## config.mk

```make
export PLATFORM = sky130hd
export DESIGN_NAME = spmv_vector_hbm_writer
export DESIGN_NICKNAME = d
export VERILOG_FILES = /design/src/rtl/spmv_pkg.sv /design/src/rtl/spmv_beat_fifo.sv /design/src/rtl/spmv_vector_hbm_writer.sv
export SDC_FILE = /design/constraint.sdc
export NUM_CORES = 2
export LEC_CHECK = 0
export BUFFER_PORTS_ARGS = -buffer_cell sky130_fd_sc_hd__buf_2
export CORE_MARGIN = 2
export CORE_UTILIZATION = 65
export DETAILED_ROUTE_END_ITERATION = 16
export PLACE_DENSITY = 0.85
export SLEW_MARGIN = 10
export SYNTH_ARGS = -nofsm -noshare
export SYNTH_HDL_FRONTEND = slang
export SYNTH_SLANG_ARGS = --single-unit
```

## constraint.sdc

```tcl
create_clock -name aclk -period 34.4 [get_ports aclk]
set_input_delay 5.16 -clock aclk [delete_from_list [all_inputs] [get_ports aclk]]
set_output_delay 5.16 -clock aclk [all_outputs]
set_load 0.1 [all_outputs]
```

## src/rtl/spmv_pkg.sv

```systemverilog
// Shared state encoding and AXI constants for the SpMV vector HBM writer.
package spmv_pkg;

   typedef enum logic [2:0] {
      ST_IDLE  = 3'd0,
      ST_FILL  = 3'd1,
      ST_AW    = 3'd2,
      ST_WDATA = 3'd3,
      ST_WRESP = 3'd4
   } spmv_state_e;

   localparam logic [1:0]  AXI_BURST_INCR = 2'b01;
   localparam logic [1:0]  AXI_RESP_OKAY  = 2'b00;
   localparam int unsigned PAGE_BYTES     = 4096;
   localparam int unsigned PAGE_OFS_W     = 12;

   // AXI size code for a beat of the given byte width.
   function automatic logic [2:0] axi_size(input int unsigned bytes_per_beat);
      return 3'($clog2(bytes_per_beat));
   endfunction

endpackage

```

## src/rtl/spmv_beat_fifo.sv

```systemverilog
// First-word-fall-through beat buffer holding at most one AXI burst of stream data.
module spmv_beat_fifo #(
   parameter int DEPTH = 16,
   parameter int WIDTH = 256
) (
   input  logic             clk_i,
   input  logic             rst_i,
   input  logic             wr_en_i,
   input  logic [WIDTH-1:0] wr_data_i,
   input  logic             rd_en_i,
   output logic [WIDTH-1:0] rd_data_o
);

   localparam int PTR_W = (DEPTH > 1) ? $clog2(DEPTH) : 1;

   logic [WIDTH-1:0] mem [2**PTR_W];
   logic [PTR_W-1:0] wr_ptr_q;
   logic [PTR_W-1:0] rd_ptr_q;

   always_ff @(posedge clk_i) begin
      if (wr_en_i) begin
         mem[wr_ptr_q] <= wr_data_i;
      end
   end

   always_ff @(posedge clk_i or posedge rst_i) begin
      if (rst_i) begin
         wr_ptr_q <= '0;
         rd_ptr_q <= '0;
      end else begin
         if (wr_en_i) wr_ptr_q <= wr_ptr_q + PTR_W'(1);
         if (rd_en_i) rd_ptr_q <= rd_ptr_q + PTR_W'(1);
      end
   end

   // The head word is visible without a read request so WDATA can present it at once.
   assign rd_data_o = mem[rd_ptr_q];

endmodule

```

## src/rtl/spmv_vector_hbm_writer.sv

```systemverilog
// Collects vector beats from an AXI stream and writes them to HBM as 4 KB-safe AXI4 INCR bursts.
module spmv_vector_hbm_writer
   import spmv_pkg::*;
#(
   parameter int DATA_W    = 256,
   parameter int ADDR_W    = 64,
   parameter int BURST_LEN = 16
) (
   input  logic                aclk,
   input  logic                areset,
   input  logic                cfg_enable,
   input  logic                cfg_addr_load,
   input  logic [ADDR_W-1:0]   cfg_now_addr,
   input  logic                s_axis_tvalid,
   output logic                s_axis_tready,
   input  logic [DATA_W-1:0]   s_axis_tdata,
   input  logic                s_axis_tlast,
   output logic                m_axi_awvalid,
   input  logic                m_axi_awready,
   output logic [ADDR_W-1:0]   m_axi_awaddr,
   output logic [7:0]          m_axi_awlen,
   output logic [2:0]          m_axi_awsize,
   output logic [1:0]          m_axi_awburst,
   output logic                m_axi_wvalid,
   input  logic                m_axi_wready,
   output logic [DATA_W-1:0]   m_axi_wdata,
   output logic [DATA_W/8-1:0] m_axi_wstrb,
   output logic                m_axi_wlast,
   input  logic                m_axi_bvalid,
   output logic                m_axi_bready,
   input  logic [1:0]          m_axi_bresp,
   output logic                addr_step_valid,
   output logic [31:0]         addr_step_bytes,
   output logic                busy,
   output logic                err_bresp
);

   localparam int BYTES      = DATA_W / 8;
   localparam int BYTE_SHIFT = $clog2(BYTES);
   localparam int CNT_W      = $clog2(BURST_LEN + 1);
   localparam int PG_W       = PAGE_OFS_W + 1;

   spmv_state_e       state_q, state_d;
   logic [CNT_W-1:0]  count_q, count_d;
   logic [CNT_W-1:0]  beat_q, beat_d;
   logic [ADDR_W-1:0] cur_addr_q, cur_addr_d;
   logic [ADDR_W-1:0] pend_addr_q, pend_addr_d;
   logic              pend_q, pend_d;
   logic              err_q, err_d;
   logic              step_q, step_d;
   logic [31:0]       step_bytes_q, step_bytes_d;

   logic [PG_W-1:0]   page_left;
   logic [PG_W-1:0]   page_beats;
   logic [CNT_W-1:0]  limit;
   logic [CNT_W-1:0]  count_inc;
   logic [31:0]       burst_bytes;
   logic              s_hs, w_hs, b_hs;
   logic              load_now;

   // Beats that still fit before the next 4 KB page boundary.
   assign page_left  = PG_W'(PAGE_BYTES) - {1'b0, cur_addr_q[PAGE_OFS_W-1:0]};
   assign page_beats = page_left >> BYTE_SHIFT;
   assign limit      = (page_beats < PG_W'(BURST_LEN)) ? page_beats[CNT_W-1:0] : CNT_W'(BURST_LEN);

   assign s_axis_tready   = (state_q == ST_FILL) && (count_q < limit);
   assign m_axi_awvalid   = (state_q == ST_AW);
   assign m_axi_awaddr    = cur_addr_q;
   assign m_axi_awlen     = 8'(count_q - CNT_W'(1));
   assign m_axi_awsize    = axi_size(BYTES);
   assign m_axi_awburst   = AXI_BURST_INCR;
   assign m_axi_wvalid    = (state_q == ST_WDATA);
   assign m_axi_wstrb     = '1;
   assign m_axi_wlast     = m_axi_wvalid && (beat_q == count_q - CNT_W'(1));
   assign m_axi_bready    = (state_q == ST_WRESP);
   assign addr_step_valid = step_q;
   assign addr_step_bytes = step_bytes_q;
   assign busy            = (state_q != ST_IDLE);
   assign err_bresp       = err_q;

   assign s_hs        = s_axis_tvalid && s_axis_tready;
   assign w_hs        = m_axi_wvalid && m_axi_wready;
   assign b_hs        = m_axi_bready && m_axi_bvalid;
   assign count_inc   = count_q + CNT_W'(s_hs);
   assign burst_bytes = 32'(count_q) << BYTE_SHIFT;

   always_comb begin
      state_d      = state_q;
      count_d      = count_q;
      beat_d       = beat_q;
      cur_addr_d   = cur_addr_q;
      pend_d       = pend_q;
      pend_addr_d  = pend_addr_q;
      err_d        = err_q;
      step_d       = 1'b0;
      step_bytes_d = step_bytes_q;
      load_now     = 1'b0;

      case (state_q)
         ST_IDLE: begin
            if (cfg_enable && s_axis_tvalid) state_d = ST_FILL;
         end
         ST_FILL: begin
            count_d = count_inc;
            if (s_hs && (s_axis_tlast || (count_inc == limit))) begin
               state_d = ST_AW;
            end else if (!cfg_enable) begin
               state_d = (count_inc != '0) ? ST_AW : ST_IDLE;
            end
         end
         ST_AW: begin
            if (m_axi_awready) begin
               state_d = ST_WDATA;
               beat_d  = '0;
            end
         end
         ST_WDATA: begin
            if (m_axi_wready) begin
               beat_d = beat_q + CNT_W'(1);
               if (m_axi_wlast) state_d = ST_WRESP;
            end
         end
         ST_WRESP: begin
            if (m_axi_bvalid) begin
               step_d       = 1'b1;
               step_bytes_d = burst_bytes;
               cur_addr_d   = cur_addr_q + ADDR_W'(burst_bytes);
               if (m_axi_bresp != AXI_RESP_OKAY) err_d = 1'b1;
               count_d      = '0;
               state_d      = cfg_enable ? ST_FILL : ST_IDLE;
            end
         end
         default: state_d = ST_IDLE;
      endcase

      // Address loads are only applied between bursts; otherwise they wait for the current one to finish.
      load_now = (state_q == ST_IDLE) || (state_d == ST_IDLE) || b_hs;
      if (pend_q && load_now) begin
         cur_addr_d = pend_addr_q;
         pend_d     = 1'b0;
      end
      if (cfg_addr_load) begin
         if (load_now) begin
            cur_addr_d = cfg_now_addr;
            pend_d     = 1'b0;
         end else begin
            pend_d      = 1'b1;
            pend_addr_d = cfg_now_addr;
         end
      end
   end

   always_ff @(posedge aclk or posedge areset) begin
      if (areset) begin
         state_q      <= ST_IDLE;
         count_q      <= '0;
         beat_q       <= '0;
         cur_addr_q   <= '0;
         pend_addr_q  <= '0;
         pend_q       <= 1'b0;
         err_q        <= 1'b0;
         step_q       <= 1'b0;
         step_bytes_q <= '0;
      end else begin
         state_q      <= state_d;
         count_q      <= count_d;
         beat_q       <= beat_d;
         cur_addr_q   <= cur_addr_d;
         pend_addr_q  <= pend_addr_d;
         pend_q       <= pend_d;
         err_q        <= err_d;
         step_q       <= step_d;
         step_bytes_q <= step_bytes_d;
      end
   end

   spmv_beat_fifo #(
      .DEPTH (BURST_LEN),
      .WIDTH (DATA_W)
   ) u_beat_fifo (
      .clk_i     (aclk),
      .rst_i     (areset),
      .wr_en_i   (s_hs),
      .wr_data_i (s_axis_tdata),
      .rd_en_i   (w_hs),
      .rd_data_o (m_axi_wdata)
   );

endmodule

```

==> results by group <==
Outcome
  – Status: completed

Pwr
  – Peak supply drop: around 0.12 mV
  – Leakage: a little under 60 nW
  – Power per cell area: around 93 nW/um^2

GRT
  – Met2 Usage GRT: around three fifths
  – Grt ovf: 0
  – GR Util All Layers: roughly 36%
  – Largest net degree at the start of global routing: roughly 140
  – First-pass GRT wire length: 638000 um
  – Met1 global-route usage: a little under half
  – Initial antenna violation count: between 100 and 150
  – Met3 Usage GRT: 7.66%
  – Vias in the first global route: a little over 80000
  – GRT busiest layer: met2

Die
  – Die Height: between 500 and 600 um
  – Initial Utilization: 65.4%
  – DIE AREA: between 200000 and 300000 sq um
  – Num ports: 736
  – Core area: around 250000 sq um
  – Row cnt: about 180
  – Chip Width: slightly above 500 um

STA
  – Final setup violation count: 0
  – Final hold violation count: 0
  – Highest clock rate: between 0.07 and 0.08 GHz
  – Worst slew pin tran: 1.22 ns
  – Final period util: about two fifths
  – Post-route clock skew: roughly 0.080 ns
  – Final slew viol count: 0
  – Setup TNS: 0 ns
  – Tmin final: 13.86 ns
  – RSZ-0062 raised after global routing: no
  – Slew HR: about a fifth

Synthesis
  – Post-synth EDFFs: roughly 4100
  – Post-synthesis cell count: 6702
  – Synth async-reset ratio: under 10%
  – Area contributors post-synth: edfxtp_1 76%, mux4_2 17%, dfrtp_1 2.4%
  – Synth Cell Area: around 160000 sq um
  – Yosys top cell by area: edfxtp_1
  – Synth top area share: 75.8%
  – Top_reg_cell synth: edfxtp_1
  – Synth Warn #: 0
  – Count leader, synth: edfxtp_1
  – Synth Register Bits: around 4300
  – Mean Syn Cell Area: between 20 and 25 sq um
  – Sequential-to-total area share from yosys stat: 78.2%
  – Post-synth top cells: 4096 x edfxtp_1, 1253 x mux4_2, 231 x clkbuf_1, 157 x dfrtp_1, 105 x buf_1
  – Yosys cell types: between 60 and 70

Routing
  – Initial drt markers: 13200
  – Vias: just over 80000
  – Avg WL per Cell: between 40 and 50 um
  – Number of routed nets with antenna violations: 0
  – Number of iterations in the first detailed-routing pass: 6
  – Detailed-route DRC error count: 0
  – Routed WL: about 450000 um
  – Vias per inst: between 7 and 8

Critical path
  – Setup crit start kind: flip-flop
  – Critical path required time: approximately 30 ns
  – Crit path from: u_beat_fifo.rd_ptr_q[1]
  – Worst r2r src: m_axi_awaddr[4]
  – Kind of critical path: flip-flop to primary output
  – Setup crit end kind: primary output
  – Maximum net fanout on the critical path: 141
  – Worst reg2reg setup slack: 26.44 ns
  – Worst EP arrival: just under 9 ns

CTS
  – Worst skew pair latency: 1.03 ns
  – H-Tree Depth: 5
  – Clk buf depth: 4
  – CTS resizes: 0
  – Total CTS buffers: 414
  – Hold Buf Count CTS: 0
  – Post-CTS Setup Inserts: 0
  – TritonCTS clock tree: built
  – # clock sinks: roughly 4300
  – Clock transition at the registers of the reported paths: 0.07 ns
  – CTS Root Cell: clkbuf_16

Place
  – GP Congestion: 0.843
  – HPWL after DPL: about 220000 um
  – Inst Count DP: 10500
  – # port buffers: approximately 670

Finish
  – Fill count: between 10000 and 15000
  – Final nets: 7928
  – Layout area overhead: 12.7%
  – Final Instance Count excl. Fillers: 11300
  – Layout cells sized above 1: 34.0%

Flow run
  – Maxcap violations: 0

Hold path
  – Worst min-delay path startpoint: err_bresp
  – Hold WC Path Type: flip-flop to flip-flop
==> metrics by stage <==
step                setup WS [ns]  hold WS (ns)  power, mW  instance area (sq um)  utilization (%)
floorplan                   10.23         0.459       11.2                 163000                -
global placement            22.12         0.454       12.3                 170000             68.3
detailed placement          21.86         0.457       12.4                 170000             68.3
CTS                         20.58         0.474       17.0                 183000             73.6
global route                20.36         0.486       17.3                 183000             73.6
finish                      20.54         0.470       17.0                 183000             73.6
==> kinds of logic after synthesis <==
group	Yosys count	synth area share [%]
flip-flops	4253	78.2
multiplexers	1351	18.0
buffers and inverters	438	1.17
AND/OR/NAND/NOR	316	0.984
AO/OA/AOI/OAI	247	1.07
XOR/XNOR	76	0.410
adder cells (fa/ha/maj)	19	0.151
other	2	0.00463
==> layout by cell type (no fill, tap or decap), types with 60 or more instances in the layout <==
master,synthesis,final
clkinv_2,0,74
clkbuf_16,0,416
conb_1,2,64
clkbuf_1,231,68
dfrtp_1,157,153
clkinv_1,1,79
mux2_1,60,60
a21oi_1,74,74
buf_2,9,671
diode_2,0,74
nor2_1,76,64
mux4_2,1253,1253
edfxtp_1,4096,4096
buf_4,67,120
==> metal layers <==
layer  up-vias  share of wire (%)  routed length [um]
li1      30600                  -                   -
met1     43700                 33              148000
met2      7160                 51              230000
met3      1311                 11               48600
met4        76                5.9               26800
met5         -               0.10                 474
==> worst paths after layout <==
kind	end	depth (start not counted)
setup / recovery	m_axi_wdata[203]	9
setup reg to reg	u_beat_fifo.mem[7][212]	17
max in group asynchronous	pend_addr_q[37]	3
hold / removal	err_bresp	1
hold reg to reg	err_bresp	1
min in group asynchronous	u_beat_fifo.rd_ptr_q[1]	2
==> sequential cells by signal, summed over array words and instances (netlist names) <==
signal                count
addr_step_bytes           5
addr_step_valid           1
beat_q                    5
count_q                   5
err_bresp                 1
m_axi_awaddr             64
pend_addr_q              64
pend_q                    1
state_q                   3
u_beat_fifo.mem        4096
u_beat_fifo.rd_ptr_q      4
u_beat_fifo.wr_ptr_q      4
==> cell type report <==
cell class | instances | area [sq um] | area share, %
Sequential cell | 4253 | 127000 | 69.4
Multi-Input combinational cell | 2073 | 33900 | 18.5
Clock buffer | 485 | 10700 | 5.84
Timing Repair Buffer | 810 | 4650 | 2.54
Tap cell | 3330 | 4170 | 2.28
Clock inverter | 244 | 2350 | 1.29
Antenna cell | 74 | 185 | 0.101
Inverter | 26 | 103 | 0.0561
==> power by group <==
part / switching, mW / total [mW] / leakage [nW] / internal (mW)
logic: 4.54 / 6.37 / 12.9 / 1.83
clock network: 1.98 / 4.50 / 6.34 / 2.52
registers: 0.190 / 6.11 / 38.7 / 5.92
==> critical path: stages, from the launching register on <==
cell	delay, ns
dfrtp_4	0.82
buf_4	0.74
buf_12	0.68
buf_4	0.78
buf_4	1.02
buf_4	0.92
buf_4	0.93
mux4_2	0.53
mux4_2	0.60
buf_2	0.33
No activity file was read; power rests on OpenSTA's default activity.
